### config.mk
export PLATFORM = sky130hd
export DESIGN_NAME = vram_arbiter_flat
export DESIGN_NICKNAME = d
export VERILOG_FILES = /design/src/rtl/vram_arbiter_if.sv /design/src/rtl/vram_arbiter.sv /design/src/flat_wrapper.sv
export SDC_FILE = /design/constraint.sdc
export NUM_CORES = 1
export LEC_CHECK = 0
export CELL_PAD_IN_SITES_DETAIL_PLACEMENT = 0
export CELL_PAD_IN_SITES_GLOBAL_PLACEMENT = 1
export CORE_MARGIN = 1.5
export CORE_UTILIZATION = 35
export CTS_BUF_LIST = sky130_fd_sc_hd__clkbuf_8
export CTS_CLUSTER_DIAMETER = 60
export DETAILED_ROUTE_END_ITERATION = 10
export PLACE_DENSITY_LB_ADDON = 0.1
export SETUP_SLACK_MARGIN = 0.1
export SYNTH_ARGS = -nofsm -noshare
export SYNTH_HDL_FRONTEND = slang
export SYNTH_SLANG_ARGS = --single-unit
### constraint.sdc
create_clock -name clk25 -period 4.63 [get_ports clk25]
set_input_delay 0.926 -clock clk25 [delete_from_list [all_inputs] [get_ports clk25]]
set_output_delay 0.926 -clock clk25 [all_outputs]
set_load 0.01 [all_outputs]
### src/rtl/vram_arbiter_if.sv
// -----------------------------------------------------------------------------
// vram_arbiter_if
// Bundles the CPU access handshake and the single-port video RAM bus that
// vram_arbiter sits between.
//   slave  modport : the arbiter side (accepts CPU requests, drives the RAM)
//   master modport : the environment side (issues CPU requests, models RAM)
// Signals:
//   cpu_req/cpu_we/cpu_be/cpu_addr/cpu_wdata : CPU request, held until cpu_ack
//   cpu_ack/cpu_rdata                        : one-cycle completion + read data
//   ram_addr/ram_we/ram_be/ram_wdata         : registered RAM command
//   ram_rdata                                : synchronous RAM read data
// -----------------------------------------------------------------------------
interface vram_arbiter_if;
  logic        cpu_req;
  logic        cpu_we;
  logic [1:0]  cpu_be;
  logic [12:0] cpu_addr;
  logic [15:0] cpu_wdata;
  logic        cpu_ack;
  logic [15:0] cpu_rdata;

  logic [12:0] ram_addr;
  logic        ram_we;
  logic [1:0]  ram_be;
  logic [15:0] ram_wdata;
  logic [15:0] ram_rdata;

  modport slave (
    input  cpu_req, cpu_we, cpu_be, cpu_addr, cpu_wdata, ram_rdata,
    output cpu_ack, cpu_rdata, ram_addr, ram_we, ram_be, ram_wdata
  );

  modport master (
    output cpu_req, cpu_we, cpu_be, cpu_addr, cpu_wdata, ram_rdata,
    input  cpu_ack, cpu_rdata, ram_addr, ram_we, ram_be, ram_wdata
  );
endinterface

### src/rtl/vram_arbiter.sv
// -----------------------------------------------------------------------------
// vram_arbiter
// Shares the single-port 16-bit video RAM between display refresh and the CPU.
// One slot per 16-pixel group (x[3:0]==11) is reserved for fetching the next
// display word; all other cycles serve a one-outstanding CPU handshake.
//
// Ports:
//   clk25            pixel clock
//   res_n            asynchronous active-low reset
//   x, y             pixel/line counters from the sync generator
//   bus (slave)      CPU handshake + RAM command/read-data (vram_arbiter_if)
//   vid_data         word for the pixel shifter
//   vid_load         shifter load strobe, high during x[3:0]==15
//   scroll_we/in     vertical scroll register write port
//
// Build option: define VRAM_SCROLL_EN to build the vertical scroll register
// and its frame latch. Without it the scroll inputs are ignored.
// -----------------------------------------------------------------------------
module vram_arbiter (
  input  logic          clk25,
  input  logic          res_n,
  input  logic [9:0]    x,
  input  logic [9:0]    y,
  vram_arbiter_if.slave bus,
  output logic [15:0]   vid_data,
  output logic          vid_load,
  input  logic          scroll_we,
  input  logic [7:0]    scroll_in
);

  typedef enum logic [1:0] {
    ST_IDLE,
    ST_ISSUE,
    ST_WAIT,
    ST_ACK
  } cpuState_t;

  cpuState_t   r_state;
  cpuState_t   w_nextState;
  logic        w_issue;
  logic        w_cpuAck;

  logic        w_isGrant;
  logic        w_lineFetch;
  logic        w_wrapFetch;
  logic        w_grantActive;
  logic [9:0]  w_nextY;
  logic [7:0]  w_fetchRow;
  logic [4:0]  w_fetchCol;
  logic [7:0]  w_dispRow;
  logic [12:0] w_fetchAddr;

  logic        r_fetchPend;
  logic [15:0] r_vidData;
  logic        r_vidLoad;
  logic [12:0] r_ramAddr;
  logic        r_ramWe;
  logic [1:0]  r_ramBe;
  logic [15:0] r_ramWdata;
  logic [15:0] r_cpuRdata;

  // Grant slot decode. The fetch issued at x==11 of a group is for the word
  // displayed in the following group, hence column +1. The last grant of a
  // line (x==699) prefetches column 0 of the next line.
  assign w_isGrant     = (x[3:0] == 4'd11);
  assign w_lineFetch   = (y < 10'd512) && (x < 10'd496);
  assign w_nextY       = (y == 10'd625) ? 10'd0 : y + 10'd1;
  assign w_wrapFetch   = (x == 10'd699) && (w_nextY < 10'd512);
  assign w_grantActive = w_isGrant && (w_lineFetch || w_wrapFetch);
  assign w_fetchRow    = w_wrapFetch ? w_nextY[8:1] : y[8:1];
  assign w_fetchCol    = w_wrapFetch ? 5'd0 : x[8:4] + 5'd1;

`ifdef VRAM_SCROLL_EN
  logic [7:0] r_scrollReg;
  logic [7:0] r_scrollLatched;

  // The written value only becomes visible at the top-left pixel so a frame
  // never shows two different scroll offsets.
  always_ff @(posedge clk25 or negedge res_n) begin
    if (!res_n) begin
      r_scrollReg     <= 8'd0;
      r_scrollLatched <= 8'd0;
    end else begin
      if (scroll_we)
        r_scrollReg <= scroll_in;
      if ((x == 10'd0) && (y == 10'd0))
        r_scrollLatched <= r_scrollReg;
    end
  end

  // 8-bit add wraps around the 256-row screen.
  assign w_dispRow = w_fetchRow + r_scrollLatched;
`else
  logic w_unusedScroll;
  assign w_unusedScroll = scroll_we ^ (^scroll_in);
  assign w_dispRow      = w_fetchRow;
`endif

  assign w_fetchAddr = {w_dispRow, w_fetchCol};

  // CPU handshake state register.
  always_ff @(posedge clk25 or negedge res_n) begin
    if (!res_n)
      r_state <= ST_IDLE;
    else
      r_state <= w_nextState;
  end

  // A request is only accepted outside an active grant, so the video slot
  // always wins and the CPU is delayed by at most one cycle.
  always_comb begin
    w_nextState = r_state;
    w_issue     = 1'b0;
    w_cpuAck    = 1'b0;
    case (r_state)
      ST_IDLE: begin
        if (bus.cpu_req && !w_grantActive) begin
          w_issue     = 1'b1;
          w_nextState = ST_ISSUE;
        end
      end
      ST_ISSUE: w_nextState = ST_WAIT;
      ST_WAIT:  w_nextState = ST_ACK;
      ST_ACK: begin
        w_cpuAck    = 1'b1;
        w_nextState = ST_IDLE;
      end
      default:  w_nextState = ST_IDLE;
    endcase
  end

  // RAM command register. The video fetch is always a read; write strobe and
  // byte enables are only non-zero during the single CPU issue cycle. The
  // address and write data hold their last value when the port is idle.
  always_ff @(posedge clk25 or negedge res_n) begin
    if (!res_n) begin
      r_ramAddr  <= 13'd0;
      r_ramWe    <= 1'b0;
      r_ramBe    <= 2'b00;
      r_ramWdata <= 16'd0;
    end else if (w_grantActive) begin
      r_ramAddr  <= w_fetchAddr;
      r_ramWe    <= 1'b0;
      r_ramBe    <= 2'b00;
    end else if (w_issue) begin
      r_ramAddr  <= bus.cpu_addr;
      r_ramWe    <= bus.cpu_we;
      r_ramBe    <= bus.cpu_be;
      r_ramWdata <= bus.cpu_wdata;
    end else begin
      r_ramWe    <= 1'b0;
      r_ramBe    <= 2'b00;
    end
  end

  // Read data for the CPU arrives in WAIT; writes capture harmless data.
  always_ff @(posedge clk25 or negedge res_n) begin
    if (!res_n)
      r_cpuRdata <= 16'd0;
    else if (r_state == ST_WAIT)
      r_cpuRdata <= bus.ram_rdata;
  end

  // Video pipeline: grant at x==11, address at 12, data at 13, word held
  // from 14 until the next 13, load strobe at 15. An idle slot blanks the word.
  always_ff @(posedge clk25 or negedge res_n) begin
    if (!res_n) begin
      r_fetchPend <= 1'b0;
      r_vidData   <= 16'd0;
      r_vidLoad   <= 1'b0;
    end else begin
      if (w_isGrant)
        r_fetchPend <= w_grantActive;
      if (x[3:0] == 4'd13)
        r_vidData <= r_fetchPend ? bus.ram_rdata : 16'd0;
      r_vidLoad <= (x[3:0] == 4'd14);
    end
  end

  assign bus.ram_addr  = r_ramAddr;
  assign bus.ram_we    = r_ramWe;
  assign bus.ram_be    = r_ramBe;
  assign bus.ram_wdata = r_ramWdata;
  assign bus.cpu_ack   = w_cpuAck;
  assign bus.cpu_rdata = r_cpuRdata;
  assign vid_data      = r_vidData;
  assign vid_load      = r_vidLoad;

endmodule

### src/flat_wrapper.sv
// flat-port wrapper written by rule: the top's interface ports become plain ports
module vram_arbiter_flat 
  (clk25, res_n, x, y, vid_data, vid_load, scroll_we, scroll_in, bus_cpu_req, bus_cpu_we, bus_cpu_be, bus_cpu_addr, bus_cpu_wdata, bus_ram_rdata, bus_cpu_ack, bus_cpu_rdata, bus_ram_addr, bus_ram_we, bus_ram_be, bus_ram_wdata);
  vram_arbiter_if bus_i ();
  input  logic clk25;
  input  logic res_n;
  input  logic [9:0] x;
  input  logic [9:0] y;
  output logic [15:0] vid_data;
  output logic vid_load;
  input  logic scroll_we;
  input  logic [7:0] scroll_in;
  input wire logic [$bits(bus_i.cpu_req)-1:0] bus_cpu_req;
  input wire logic [$bits(bus_i.cpu_we)-1:0] bus_cpu_we;
  input wire logic [$bits(bus_i.cpu_be)-1:0] bus_cpu_be;
  input wire logic [$bits(bus_i.cpu_addr)-1:0] bus_cpu_addr;
  input wire logic [$bits(bus_i.cpu_wdata)-1:0] bus_cpu_wdata;
  input wire logic [$bits(bus_i.ram_rdata)-1:0] bus_ram_rdata;
  output wire logic [$bits(bus_i.cpu_ack)-1:0] bus_cpu_ack;
  output wire logic [$bits(bus_i.cpu_rdata)-1:0] bus_cpu_rdata;
  output wire logic [$bits(bus_i.ram_addr)-1:0] bus_ram_addr;
  output wire logic [$bits(bus_i.ram_we)-1:0] bus_ram_we;
  output wire logic [$bits(bus_i.ram_be)-1:0] bus_ram_be;
  output wire logic [$bits(bus_i.ram_wdata)-1:0] bus_ram_wdata;
  assign bus_i.cpu_req = bus_cpu_req;
  assign bus_i.cpu_we = bus_cpu_we;
  assign bus_i.cpu_be = bus_cpu_be;
  assign bus_i.cpu_addr = bus_cpu_addr;
  assign bus_i.cpu_wdata = bus_cpu_wdata;
  assign bus_i.ram_rdata = bus_ram_rdata;
  assign bus_cpu_ack = bus_i.cpu_ack;
  assign bus_cpu_rdata = bus_i.cpu_rdata;
  assign bus_ram_addr = bus_i.ram_addr;
  assign bus_ram_we = bus_i.ram_we;
  assign bus_ram_be = bus_i.ram_be;
  assign bus_ram_wdata = bus_i.ram_wdata;
  vram_arbiter u_core (.clk25(clk25), .res_n(res_n), .x(x), .y(y), .bus(bus_i), .vid_data(vid_data), .vid_load(vid_load), .scroll_we(scroll_we), .scroll_in(scroll_in));
endmodule
==> metrics.yaml, run 1 <==
sta:
  hold_viol: 0
  finalSetupTns_ns: 0
  fin_crit_ns: 3.234
  period_share_pct: 69.84
  rsz0062_at_grt: "false"
  tightest_slew_ns: 0.8752
  fin_skew_ns: 0.006882
  max_freq_mhz: 309.2
  setup-violations-final: 0
  max-slew-margin-rel_pct: 41.65
  drv_slew: 0
synth:
  synthFlopType: "dfrtp_1"
  ys_warn_count: 0
  syn_area_per_cell_um2: 11.19
  synth_cell_types: 45
  synth_cells: 289
  syn_nets: 376
  async_reset_ff_share_pct: 100.0
  synth_area_mm2: 0.003233
  ys_seq_area_share_pct: 52.63
  synth_edf_count: 0
  ys_ff_latch: 68
place:
  dp.cells: 519
  gp_congestion: 0.7939
  dpl.hpwl_mm: 5.723
  io_buffer_count: 136
power_and_ir_drop:
  power.total_w: 0.002647
  leakage_nw: 2.088
  peakVddDrop_mv: 0.2153
  p_per_area_mw_per_mm2: 542.2
layout:
  fillers: 800
  final_cell_mix: "135 x clkdlybuf4s50_1, 68 x dfrtp_1, 38 x nand2_1"
  final_util_pct: 55.18
  n_antenna_cell: 0
  ff_latch_area_mm2: 0.001702
  final_cells: 535
  final_common_cell: "clkdlybuf4s50_1"
  multi_input_area_mm2: 0.001404
  area_delta_synth_final_pct: 51.01
  finish.net_count: 509
  drive_gt1_share_pct: 13.82
worst_setup_path:
  cp-startpoint: "y[4]"
  crit_path_max_fanout: 31
  crit_buf_inv: 2
  path_cells: "clkdlybuf4s50_1 > or4b_1 > o21ai_1 > o221a_4 > or3_1 > buf_4 > mux2_2"
  cpLargestDelayFamily: "buffers and inverters"
  criticalPathCategory: "primary input to flip-flop"
  cp-end-kind: "flip-flop"
  cp_data_required_time_ns: 4.86
  cp-start-kind: "primary input"
  critPathMaxStageDelay_ns: 0.60
  r2r_start: "u_core.r_state[0]"
  cp.arrival_ns: 3.46
  crit_slowest_cell: "clkdlybuf4s50_1"
grt:
  grt_pass1_vias: 2579
  grt_overflow_total: 0
  antenna_found_initial: 0
  grtUsageTotal_pct: 17.20
  grt_pass1_wl_mm: 13.25
  grt_max_degree: 69
route:
  viasPerCell: 4.953
  drt_iter0_markers: 71
  num_vias: 2650
  final_antenna_net_count: 0
  drc: 0
  firstDrtPassIters: 4
  drt-total-wl_mm: 8.125
  wl_per_cell_um: 15.19
clock_tree:
  cts_tree: "done"
  post_cts_resized: 0
  path_clk_slew_ns: 0.08
  cts-hold-fix-buffers: 0
  clock_path_buffers: 2
  postCtsSetupBuffers: 0
  numCtsBuffers: 9
  h-tree-depth: 3
  root_buffer: "clkbuf_8"
  cts_sinks: 68
  clk_latency_ns: 0.34
status:
  status: "complete, no violations"
flow_run:
  drv_cap: 0
floorplan:
  core_area_mm2: 0.008848
  start_util_pct: 36.54
  die_area_mm2: 0.009823
  die-width_um: 99.11
  fp.dieH_um: 99.11
  io_pins: 146
  num_rows: 34
min_path:
  min_path_type: "flip-flop to flip-flop"
  worstHoldStart: "u_core.vid_data[2]"
==> state kept, by name, summed over array words and instances, names as in the netlist <==
signal,cells
u_core.bus.cpu_rdata,16
u_core.bus.ram_addr,13
u_core.bus.ram_be,2
u_core.bus.ram_wdata,16
u_core.bus.ram_we,1
u_core.r_fetchPend,1
u_core.r_state,2
u_core.vid_data,16
u_core.vid_load,1
==> routing by layer <==
layer / vias up / global-route usage [%] / part of all wire (%)
met1: 1259 / 23.44 / 47
li1: 1302 / - / -
met2: 83 / 27.00 / 46
met5: - / 0 / 0
met3: 6 / 5.060 / 6.5
met4: 0 / 4.550 / 0.75
==> synth_stat cells, types with 2 or more instances <==
| master | number | area, um^2 |
|---|---|---|
| dfrtp_1 | 68 | 1702 |
| nand2_1 | 38 | 142.6 |
| mux2_2 | 28 | 315.3 |
| o21ai_0 | 21 | 105.1 |
| nor2_1 | 15 | 56.30 |
| clkbuf_1 | 11 | 41.29 |
| nand3_1 | 9 | 45.04 |
| inv_1 | 8 | 30.03 |
| mux2i_1 | 8 | 80.08 |
| ha_1 | 7 | 87.58 |
| mux2_4 | 7 | 105.1 |
| or3_1 | 6 | 37.54 |
| a211oi_1 | 5 | 37.54 |
| a21oi_1 | 5 | 25.02 |
| nand4b_1 | 5 | 43.79 |
| and3_1 | 4 | 25.02 |
| nand4_1 | 4 | 25.02 |
| nor3_1 | 4 | 20.02 |
| a22oi_1 | 3 | 22.52 |
| buf_2 | 3 | 15.01 |
| a2111oi_0 | 2 | 17.52 |
| a31oi_1 | 2 | 12.51 |
| buf_4 | 2 | 15.01 |
| nor3b_1 | 2 | 15.01 |
| o2bb2ai_1 | 2 | 17.52 |
==> power breakdown <==
| group | internal (W) | total (W) | leakage (nW) | switching (W) |
|---|---|---|---|---|
| Sequential | 0.000828 | 0.000950 | 0.841 | 0.000122 |
| Clock | 0.000318 | 0.000549 | 0.110 | 0.000231 |
| Combinational | 0.000716 | 0.00115 | 1.14 | 0.000432 |
| Total | 0.00186 | 0.00265 | 2.09 | 0.000785 |
==> per-stage QoR <==
stage	instance area [um^2]	hold slack, ns	setup WS [ns]
after global routing	4882	0.5112	1.291
after CTS	4882	0.4894	1.397
after floorplan	3233	0.5162	1.889
final	4882	0.4811	1.396
after detailed placement	4657	0.4700	1.028
after global placement	4657	0.4598	1.063
==> layout make-up <==
cell class,count,share of cell area [%]
multi-input cells,195,28.75
clock buffers,10,2.819
well taps,108,2.768
inverters,8,0.6151
flip-flops and latches,68,34.85
repair buffers,140,28.40
clock inverters,6,1.794
==> kinds of logic (layout without fill, tap and decap cells) <==
logic type	after synthesis	after routing	share of synthesized area, %
compound gates	48	48	10.10
fa+ha+maj	7	7	2.709
simple gates	95	95	14.59
flops	68	68	52.63
buf+inv	26	164	3.947
mux	43	43	15.48
xor+xnor	2	2	0.5419
==> worst paths after layout <==
kind	to	slack (ns)	cells after the start
max in group asynchronous	u_core.bus.ram_addr[3]	3.28	2
worst max-delay path	u_core.bus.ram_wdata[7]	1.40	7
min in group asynchronous	u_core.vid_data[2]	0.79	2
worst max register to register	u_core.bus.ram_wdata[11]	2.20	6
worst min-delay path	u_core.vid_data[2]	0.48	2
worst min register to register	u_core.vid_data[2]	0.48	2
==> worst reg2reg max path, stage by stage (launching register included) <==
cell and delay [ns]:
dfrtp_1 0.38, inv_1 0.13, ha_1 0.27, nand2_1 0.46, or3_1 0.52, buf_4 0.23, mux2_4 0.33
Power figures use the tool's default switching activity.
==> run 2, diff against run 1 <==
- CORE_UTILIZATION: 35 -> 32
- clock period: 4.63 -> 3.4 ns (I/O delays scaled with it)
==> run 2 against run 1 <==
Net effect:
- utilization decreased by 4.3 points
- via count up 0.60%
- hold slack got worse by 0.029 ns
- first-iteration DRC count decreased by 41%
- count of clock-buffer cells in the layout is the same
- setup slack worse by 0.71 ns
- critical path type unchanged
- largest power group unchanged
==> metrics.yaml, run 2 (synthesis gave the netlist of run 1 again) <==
status:
  status: "complete, no violations"
power_and_ir_drop:
  p_per_area_mw_per_mm2: 729.5
  leakage_nw: 2.119
  peakVddDrop_mv: 0.2754
floorplan:
  fp.dieH_um: 103.5
  num_rows: 36
  die-width_um: 103.5
  io_pins: 146
  die_area_mm2: 0.01072
  start_util_pct: 33.08
  core_area_mm2: 0.009774
clock_tree:
  cts_tree: "done"
  cts_sinks: 68
  root_buffer: "clkbuf_8"
  path_clk_slew_ns: 0.08
  cts-hold-fix-buffers: 0
  post_cts_resized: 0
  clk_latency_ns: 0.34
  numCtsBuffers: 9
  postCtsSetupBuffers: 0
  h-tree-depth: 3
  clock_path_buffers: 2
layout:
  area_delta_synth_final_pct: 53.79
  fillers: 935
  finish.net_count: 513
  final_cell_area_mm2: 0.004972
  final_common_cell: "clkdlybuf4s50_1"
  multi_input_area_mm2: 0.001404
  drive_gt1_share_pct: 14.62
  ff_latch_area_mm2: 0.001702
  n_antenna_cell: 0
  final_cell_mix: "135 x clkdlybuf4s50_1, 68 x dfrtp_1, 38 x nand2_1"
grt:
  met3_usage_pct: 3.461
  grt.busiest_layer: "met2"
  antenna_found_initial: 0
  gr-usage-met1_pct: 21.86
  grt_max_degree: 69
  grt_pass1_vias: 2706
  grt_overflow_total: 0
  grt_use_met2_pct: 25.67
  grtUsageTotal_pct: 16.25
  grt_pass1_wl_mm: 13.90
place:
  placed_area_mm2: 0.004746
  dpl.hpwl_mm: 5.851
  gp_congestion: 0.8026
  io_buffer_count: 136
  post-place-ws_ns: 0.3148
worst_setup_path:
  cp-startpoint: "y[7]"
  reg2reg_to: "u_core.bus.ram_wdata[15]"
  r2r_start: "u_core.r_state[0]"
  cp-end-kind: "flip-flop"
  cp.arrival_ns: 2.95
  cp-start-kind: "primary input"
  crit_path_max_fanout: 19
  cp_data_required_time_ns: 3.63
  rrSetupSlack_ns: 1.46
  reg2reg_depth: 6
  criticalPathCategory: "primary input to flip-flop"
route:
  firstDrtPassIters: 4
  viasPerCell: 4.727
  num_vias: 2666
  final_antenna_net_count: 0
  drc: 0
  wl_per_cell_um: 14.58
  drt_iter0_markers: 42
  drt-total-wl_mm: 8.223
sta:
  fin_crit_ns: 2.717
  max_freq_mhz: 368.1
  setup-violations-final: 0
  drv_slew: 0
  max-slew-margin-rel_pct: 41.36
  tightest_slew_ns: 0.8795
  rsz0062_at_grt: "false"
  finalSetupTns_ns: 0
  layout_setup_ws_ns: 0.6833
  fin_skew_ns: 0.007706
  period_share_pct: 79.90
  hold_viol: 0
flow_run:
  drv_cap: 0
min_path:
  min_path_type: "primary input to asynchronous set/reset pin"
-- run 2: worst max-delay path, stage by stage --
cell,delay [ns]
clkdlybuf4s50_1,0.49
or4b_1,0.57
o21ai_1,0.18
o221a_4,0.31
or3_1,0.18
buf_12,0.18
mux2_2,0.35
-- run 2: layer usage --
metal,up-vias,share of wire (%)
met2,83,47
met3,12,4.5
met5,-,0
met4,0,1.7
li1,1302,-
met1,1269,47
-- run 2: layout make-up --
cell class | instances | area share [%]
Multi-Input combinational cell | 195 | 28.23
Sequential cell | 68 | 34.22
Clock buffer | 10 | 2.768
Tap cell | 133 | 3.347
Inverter | 8 | 0.6039
Timing Repair Buffer | 144 | 29.04
Clock inverter | 6 | 1.787
-- run 2: worst max path at each step --
stage	endpoint	slack, ns	cells after the start
after detailed placement	u_core.bus.ram_wdata[6]	0.31	7
after global routing	u_core.r_state[1]	0.56	9
final	u_core.bus.ram_wdata[6]	0.68	7
after global placement	u_core.bus.ram_wdata[3]	0.32	7
after CTS	u_core.bus.ram_wdata[6]	0.69	7
after floorplan	u_core.bus.ram_wdata[10]	0.90	7
-- run 2: power breakdown --
group | internal (W) | switching (W) | total (W) | leakage, nW
registers | 0.00113 | 0.000167 | 0.00129 | 0.841
clock network | 0.000433 | 0.000320 | 0.000753 | 0.114
logic | 0.000988 | 0.000592 | 0.00158 | 1.16
-- run 2: per-stage QoR --
| step | std cells | utilization (%) | power, W | hold WS (ns) |
|---|---|---|---|---|
| finish | 564 | 50.87 | 0.003627 | 0.4518 |
| global route | 564 | 50.87 | 0.003857 | 0.5085 |
| CTS | 564 | 50.87 | 0.003691 | 0.4876 |
| detailed placement | 548 | 48.55 | 0.002912 | 0.4702 |
| global placement | 548 | 48.55 | 0.002886 | 0.4619 |
| floorplan | 289 | - | 0.002052 | 0.3844 |
